==> src/rtl/bus_router_pkg.sv <==
// Shared types and default SoC address map for the bus router.
package bus_router_pkg;

    typedef enum logic [1:0] {
        ST_IDLE,
        ST_BUSY,
        ST_ERR
    } router_state_t;

    // Default SoC address map (exclusive top addresses).
    localparam logic [31:0] BRAM_BASE  = 32'h0000_0000;
    localparam logic [31:0] BRAM_TOP   = 32'h0010_0000;
    localparam logic [31:0] PRINT_BASE = 32'h0100_0000;
    localparam logic [31:0] PRINT_TOP  = 32'h0100_0004;
    localparam logic [31:0] CLINT_BASE = 32'h0200_0000;
    localparam logic [31:0] CLINT_TOP  = 32'h0200_C000;
    localparam logic [31:0] ROM_BASE   = 32'h1000_0000;
    localparam logic [31:0] ROM_TOP    = 32'h1000_1000;

    // Slave 0 occupies the least significant word.
    localparam int unsigned      MAP_NSLV     = 4;
    localparam logic [4*32-1:0]  MAP_SLV_BASE = {ROM_BASE, CLINT_BASE, PRINT_BASE, BRAM_BASE};
    localparam logic [4*32-1:0]  MAP_SLV_TOP  = {ROM_TOP, CLINT_TOP, PRINT_TOP, BRAM_TOP};

    // Width of an encoded slave index; at least one bit.
    function automatic int unsigned idx_width(input int unsigned n);
        return (n > 1) ? $clog2(n) : 1;
    endfunction

endpackage

==> src/rtl/bus_router_decode.sv <==
// Combinational address window decode: one-hot hit, hit flag, encoded index.
module bus_router_decode
    import bus_router_pkg::*;
#(
    parameter int unsigned        NSLV     = 4,
    parameter int unsigned        AW       = 32,
    parameter logic [NSLV*AW-1:0] SLV_BASE = '0,
    parameter logic [NSLV*AW-1:0] SLV_TOP  = '0,
    localparam int unsigned       IW       = idx_width(NSLV)
) (
    input  logic [AW-1:0]   addr,
    output logic [NSLV-1:0] hit_onehot,
    output logic            hit,
    output logic [IW-1:0]   hit_idx
);

    logic [NSLV-1:0] hit_raw;

    // Window compare per slave, then keep only the lowest matching index.
    always_comb begin
        hit_raw    = '0;
        hit_onehot = '0;
        hit        = 1'b0;
        hit_idx    = '0;
        for (int unsigned i = 0; i < NSLV; i++) begin
            hit_raw[i] = (addr >= SLV_BASE[i*AW +: AW]) && (addr < SLV_TOP[i*AW +: AW]);
        end
        for (int unsigned i = 0; i < NSLV; i++) begin
            if (hit_raw[i] && !hit) begin
                hit           = 1'b1;
                hit_onehot[i] = 1'b1;
                hit_idx       = IW'(i);
            end
        end
    end

endmodule

==> src/rtl/bus_router.sv <==
// Routes one upstream memory channel to NSLV address-mapped slave channels.
module bus_router
    import bus_router_pkg::*;
#(
    parameter int unsigned        NSLV     = 4,
    parameter int unsigned        AW       = 32,
    parameter int unsigned        DW       = 32,
    parameter logic [NSLV*AW-1:0] SLV_BASE = '0,
    parameter logic [NSLV*AW-1:0] SLV_TOP  = '0,
    parameter int unsigned        TIMEOUT  = 1023,
    localparam int unsigned       SW       = DW / 8,
    localparam int unsigned       IW       = idx_width(NSLV),
    localparam int unsigned       TW       = (TIMEOUT > 1) ? $clog2(TIMEOUT) : 1
) (
    input  logic               clock,
    input  logic               reset,
    input  logic               memory_valid,
    input  logic               memory_instr,
    input  logic [AW-1:0]      memory_addr,
    input  logic [DW-1:0]      memory_wdata,
    input  logic [SW-1:0]      memory_wstrb,
    output logic [DW-1:0]      memory_rdata,
    output logic               memory_ready,
    output logic               memory_error,
    output logic [NSLV-1:0]    slv_valid,
    output logic [NSLV-1:0]    slv_instr,
    output logic [NSLV*AW-1:0] slv_addr,
    output logic [NSLV*DW-1:0] slv_wdata,
    output logic [NSLV*SW-1:0] slv_wstrb,
    input  logic [NSLV*DW-1:0] slv_rdata,
    input  logic [NSLV-1:0]    slv_ready,
    output logic               busy
);

    router_state_t   state, state_next;
    logic [IW-1:0]   sel, sel_next;
    logic [TW-1:0]   timer, timer_next;
    logic [NSLV-1:0] hit_onehot;
    logic            hit_any;
    logic [IW-1:0]   hit_idx;
    logic [NSLV-1:0] fwd;

    bus_router_decode #(
        .NSLV     (NSLV),
        .AW       (AW),
        .SLV_BASE (SLV_BASE),
        .SLV_TOP  (SLV_TOP)
    ) u_decode (
        .addr       (memory_addr),
        .hit_onehot (hit_onehot),
        .hit        (hit_any),
        .hit_idx    (hit_idx)
    );

    // State, selected slave and BUSY watchdog registers.
    always_ff @(posedge clock) begin
        if (reset) begin
            state <= ST_IDLE;
            sel   <= '0;
            timer <= '0;
        end else begin
            state <= state_next;
            sel   <= sel_next;
            timer <= timer_next;
        end
    end

    // Next-state logic, response mux and zero-latency request forwarding.
    always_comb begin
        state_next   = state;
        sel_next     = sel;
        timer_next   = timer;
        memory_rdata = '0;
        memory_ready = 1'b0;
        memory_error = 1'b0;
        slv_valid    = '0;
        slv_instr    = '0;
        slv_addr     = '0;
        slv_wdata    = '0;
        slv_wstrb    = '0;
        busy         = (state != ST_IDLE);
        fwd          = '0;

        case (state)
            ST_IDLE: begin
                if (memory_valid) begin
                    if (hit_any) begin
                        fwd        = hit_onehot;
                        state_next = ST_BUSY;
                        sel_next   = hit_idx;
                        timer_next = '0;
                    end else begin
                        state_next = ST_ERR;
                    end
                end
            end
            ST_BUSY: begin
                memory_ready = slv_ready[sel];
                memory_rdata = slv_rdata[sel*DW +: DW];
                if (slv_ready[sel]) begin
                    state_next = ST_IDLE;
                end else if (timer == TW'(TIMEOUT - 1)) begin
                    state_next = ST_ERR;
                end else begin
                    timer_next = timer + TW'(1);
                end
            end
            ST_ERR: begin
                memory_ready = 1'b1;
                memory_error = 1'b1;
                state_next   = ST_IDLE;
            end
            default: begin
                state_next = ST_IDLE;
            end
        endcase

        slv_valid = fwd;
        for (int unsigned i = 0; i < NSLV; i++) begin
            slv_instr[i]           = fwd[i] & memory_instr;
            slv_addr[i*AW +: AW]   = memory_addr - SLV_BASE[i*AW +: AW];
            slv_wdata[i*DW +: DW]  = memory_wdata;
            slv_wstrb[i*SW +: SW]  = fwd[i] ? memory_wstrb : '0;
        end

        // Reset is synchronous, so the state may still be stale during the
        // first reset cycle; force every output quiet independently.
        if (reset) begin
            memory_rdata = '0;
            memory_ready = 1'b0;
            memory_error = 1'b0;
            slv_valid    = '0;
            slv_instr    = '0;
            slv_addr     = '0;
            slv_wdata    = '0;
            slv_wstrb    = '0;
            busy         = 1'b0;
        end
    end

endmodule
==> config.mk <==
export PLATFORM = sky130hd
export DESIGN_NAME = bus_router
export DESIGN_NICKNAME = d
export VERILOG_FILES = /design/src/rtl/bus_router_pkg.sv /design/src/rtl/bus_router_decode.sv /design/src/rtl/bus_router.sv
export SDC_FILE = /design/constraint.sdc
export NUM_CORES = 1
export LEC_CHECK = 0
export ABC_AREA = 1
export CORE_AREA = 2 2 203 205
export DETAILED_ROUTE_END_ITERATION = 8
export DIE_AREA = 0 0 205 207
export PLACE_DENSITY = 0.43
export RECOVER_POWER = 25
export SLEW_MARGIN = 30
export SYNTH_ARGS = -nofsm -noshare
export SYNTH_HDL_FRONTEND = slang
export SYNTH_HIERARCHICAL = 1
export SYNTH_SLANG_ARGS = --single-unit
==> constraint.sdc <==
create_clock -name clock -period 2.1 [get_ports clock]
set_input_delay 0.42 -clock clock [delete_from_list [all_inputs] [get_ports clock]]
set_output_delay 0.42 -clock clock [all_outputs]
set_load 0.005 [all_outputs]
==> flow_summary_export.csv <==
group,metric,value,unit
critical_path,slowest_stage,"sky130_fd_sc_hd__clkdlybuf4s50_1",
logic_synthesis,synth_seq_cells,14,
route,dr_total_vias,5589,
critical_path,cp-start-kind,"input port",
logic_synthesis,synth_area_leader_cell,"sky130_fd_sc_hd__buf_4",
clocking,clk_pin_slew,50,ps
critical_path,worstPathCellList,"clkdlybuf4s50_1, inv_1, nor2_1, buf_4, clkdlybuf4s50_1",
logic_synthesis,post-synth-top-area-fraction,0.359,
logic_synthesis,synth.most_common_cell,"sky130_fd_sc_hd__nor2_1",
clocking,clkSinkCount,14,
critical_path,cp_slowest_stage_delay,510,ps
finish,fraction_of_final_layout_cells_with_drive_strength_greater_than_1,0.147,
logic_synthesis,syn_inst,770,
logic_synthesis,yosys_most_used_dff,"sky130_fd_sc_hd__dfxtp_1",
pwr,ir_worst_vdd,211,uV
place,globalplace.congestion,0.811,
clocking,clk-insertion-delay-late,250,ps
logic_synthesis,synth_edf_count,0,
finish,final_util,0.230,
global_route,grt_max_degree,47,
pwr,finalPower,2.39,mW
critical_path,cp.arrival,1650,ps
floorplan,initial_core_util,0.103,
clocking,holdBufCountCts,0,
clocking,cts_tree,"built",
flow_run,cap_violations,0,
critical_path,timing.setup.critical_path_class,"input port to output port",
finish,final_nets,1345,
pwr,p_leak,5.04,nW
critical_path,timing.critical_path.max_delay_family,"buffers and inverters",
floorplan,io-pin-count,519,
logic_synthesis,synth_commonest_cells,"sky130_fd_sc_hd__nor2_1 (222), sky130_fd_sc_hd__buf_4 (199), sky130_fd_sc_hd__inv_1 (100)",
clocking,cts.path.max_buffers,2,
timing,timing.final.setup_violations,0,
timing,whs,541,ps
place,hpwlAfterDp,20000,um
clocking,cts_root_buf,"sky130_fd_sc_hd__clkbuf_16",
floorplan,fp.dieW,205,um
route,drcViolationCount,0,
clocking,htree_num_levels,1,
timing,setup_ws,31.3,ps
critical_path,crit_path_max_fanout,4,
timing,fin_worst_skew,6.89,ps
timing,drv_slew,0,
floorplan,chipHeight,207,um
logic_synthesis,syn-mean-instance-area,5.40,um^2
clocking,cts_inserted_buffers,3,
route,drt_iter0_drc,322,
place,port_buffers,494,
global_route,antenna_violations_before_repair,1,
timing,report.final.hold_viol_count,0,
timing,transition_time_at_the_pin_with_the_least_slew_margin,579,ps
place,minimum_setup_slack_after_placement,-264,ps
run_status,run_status,"completed",
route,drtPass1Iterations,5,
logic_synthesis,synth_top_cells_by_area,"sky130_fd_sc_hd__buf_4 (36%), sky130_fd_sc_hd__nor2_1 (20%), sky130_fd_sc_hd__inv_1 (9.0%)",
pwr,p_per_area,257,mW/mm^2
logic_synthesis,synth-async-reset-ratio,0,
logic_synthesis,synthDistinctLibCells,25,
critical_path,crit_buf_inv,4,
global_route,wire_length_of_the_first_global_routing_pass,34000,um
critical_path,timing.critical_path.required,1680,ps
route,detail_route.wl_per_cell,14.2,um
critical_path,timing.critical_path.mode_cell,"sky130_fd_sc_hd__clkdlybuf4s50_1",
global_route,global_route.overflow_total,0,
route,viasPerCell,3.35,
route,route.antenna.remaining_nets,0,
logic_synthesis,synth.yosys.seq_area_share,0.0674,
floorplan,core_region_area,0.0404,mm^2
timing,max_transition_margin,0.611,
timing,final_period_minus_worst_setup_slack,2070,ps
logic_synthesis,yosys_warnings,6,
finish,insertedDiodeCount,0,
min_path,hold_path.class,"flop to flop",
global_route,first_global_vias,5578,
logic_synthesis,post_synth_instance_area,0.00416,mm^2
global_route,grtUsageTotal,0.103,
floorplan,cell_row_count,74,
finish,area_grow_syn2layout,123,%
timing,fmaxAchievable,483,MHz
floorplan,die-area,0.0424,mm^2
route,wirelength,23700,um
timing,finalCritPeriodShare,0.985,
critical_path,setup.worst_path.end_class,"output port",
registers in the layout, summed over array words and instances (netlist names):
register,count
timer,10
state,2
sel,2
routing by layer:
| layer | vias up | global-route usage | wire [um] |
|---|---|---|---|
| met3 | 19 | 0.0192 | 1640 |
| met5 | - | 0 | 16 |
| met4 | 2 | 0.0154 | 369 |
| met2 | 258 | 0.192 | 12100 |
| met1 | 2461 | 0.124 | 9620 |
| li1 | 2849 | - | - |
path summary, 6_finish.rpt:
check	from	end	slack, ps	depth (start not counted)
worst min-delay path	timer[6]$_SDFFE_PP0P_	timer[6]$_SDFFE_PP0P_	540	4
worst min register to register	timer[6]$_SDFFE_PP0P_	timer[6]$_SDFFE_PP0P_	540	4
worst max register to register	state[0]$_SDFFE_PP0P_	timer[7]$_SDFFE_PP0P_	200	9
worst max-delay path	memory_wdata[22]	slv_wdata[118]	30	5
power by group:
group / switching (mW) / internal (mW)
Clock: 0.119 / 0.250
Combinational: 0.682 / 1.03
Sequential: 0.0209 / 0.285
cell families after synthesis:
family / after synthesis / synth area share
AOI/OAI and AO/OA: 115 / 0.139
buffers and inverters: 335 / 0.487
adders and majority gates: 5 / 0.0150
and+or+nand+nor: 300 / 0.291
other: 1 / 0.000902
DFF: 14 / 0.0674
final cells by class:
cell class                 instances  area (um^2)
tap                              532          666
sequential                        14          284
multi-input combinational        427         2020
fill                            4568        31100
inverter                         104          390
timing repair buffer             586         5840
clock buffer                       3         75.1
metrics by stage:
stage / setup TNS [ps] / area [um^2] / instances
after CTS: 0 / 8930 / 1650
final: 0 / 9280 / 1666
after floorplan: 0 / 4180 / 776
after detailed placement: -28230 / 8780 / 1646
after global placement: -30640 / 8780 / 1646
after global routing: -78.0 / 9280 / 1666
placed cells by master, fill, tap and decap left out, drive strengths merged:
cell type      synthesis  layout
clkbuf                20      19
dfxtp                 14      14
inv                  104     104
ha                     5       5
or2                    2       2
o21ai                 74      74
a21oi                 41      41
nand3                 13      13
nand4                  5       5
conb                   1       7
dlymetal6s2s           0      78
nand2                 55      55
clkdlybuf4s50          0     367
dlygate4sd2            0      20
nor2                 224     224
buf                  211      90
clkdlybuf4s15          0      15
nor3                   1       1
worst min-delay path, stage by stage, from the launching register on:
cell and delay (ps):
sky130_fd_sc_hd__dfxtp_1 310, sky130_fd_sc_hd__inv_1 60, sky130_fd_sc_hd__nand2_1 50, sky130_fd_sc_hd__nand2_1 50, sky130_fd_sc_hd__inv_1 30
timing repair:
item                                    4_1_cts  5_1_grt
endpoints found under the setup margin      239      185
pin swaps                                     1        3
gates resized for setup                      93      143
setup buffers                                 1       16
Power figures use the tool's default switching activity.
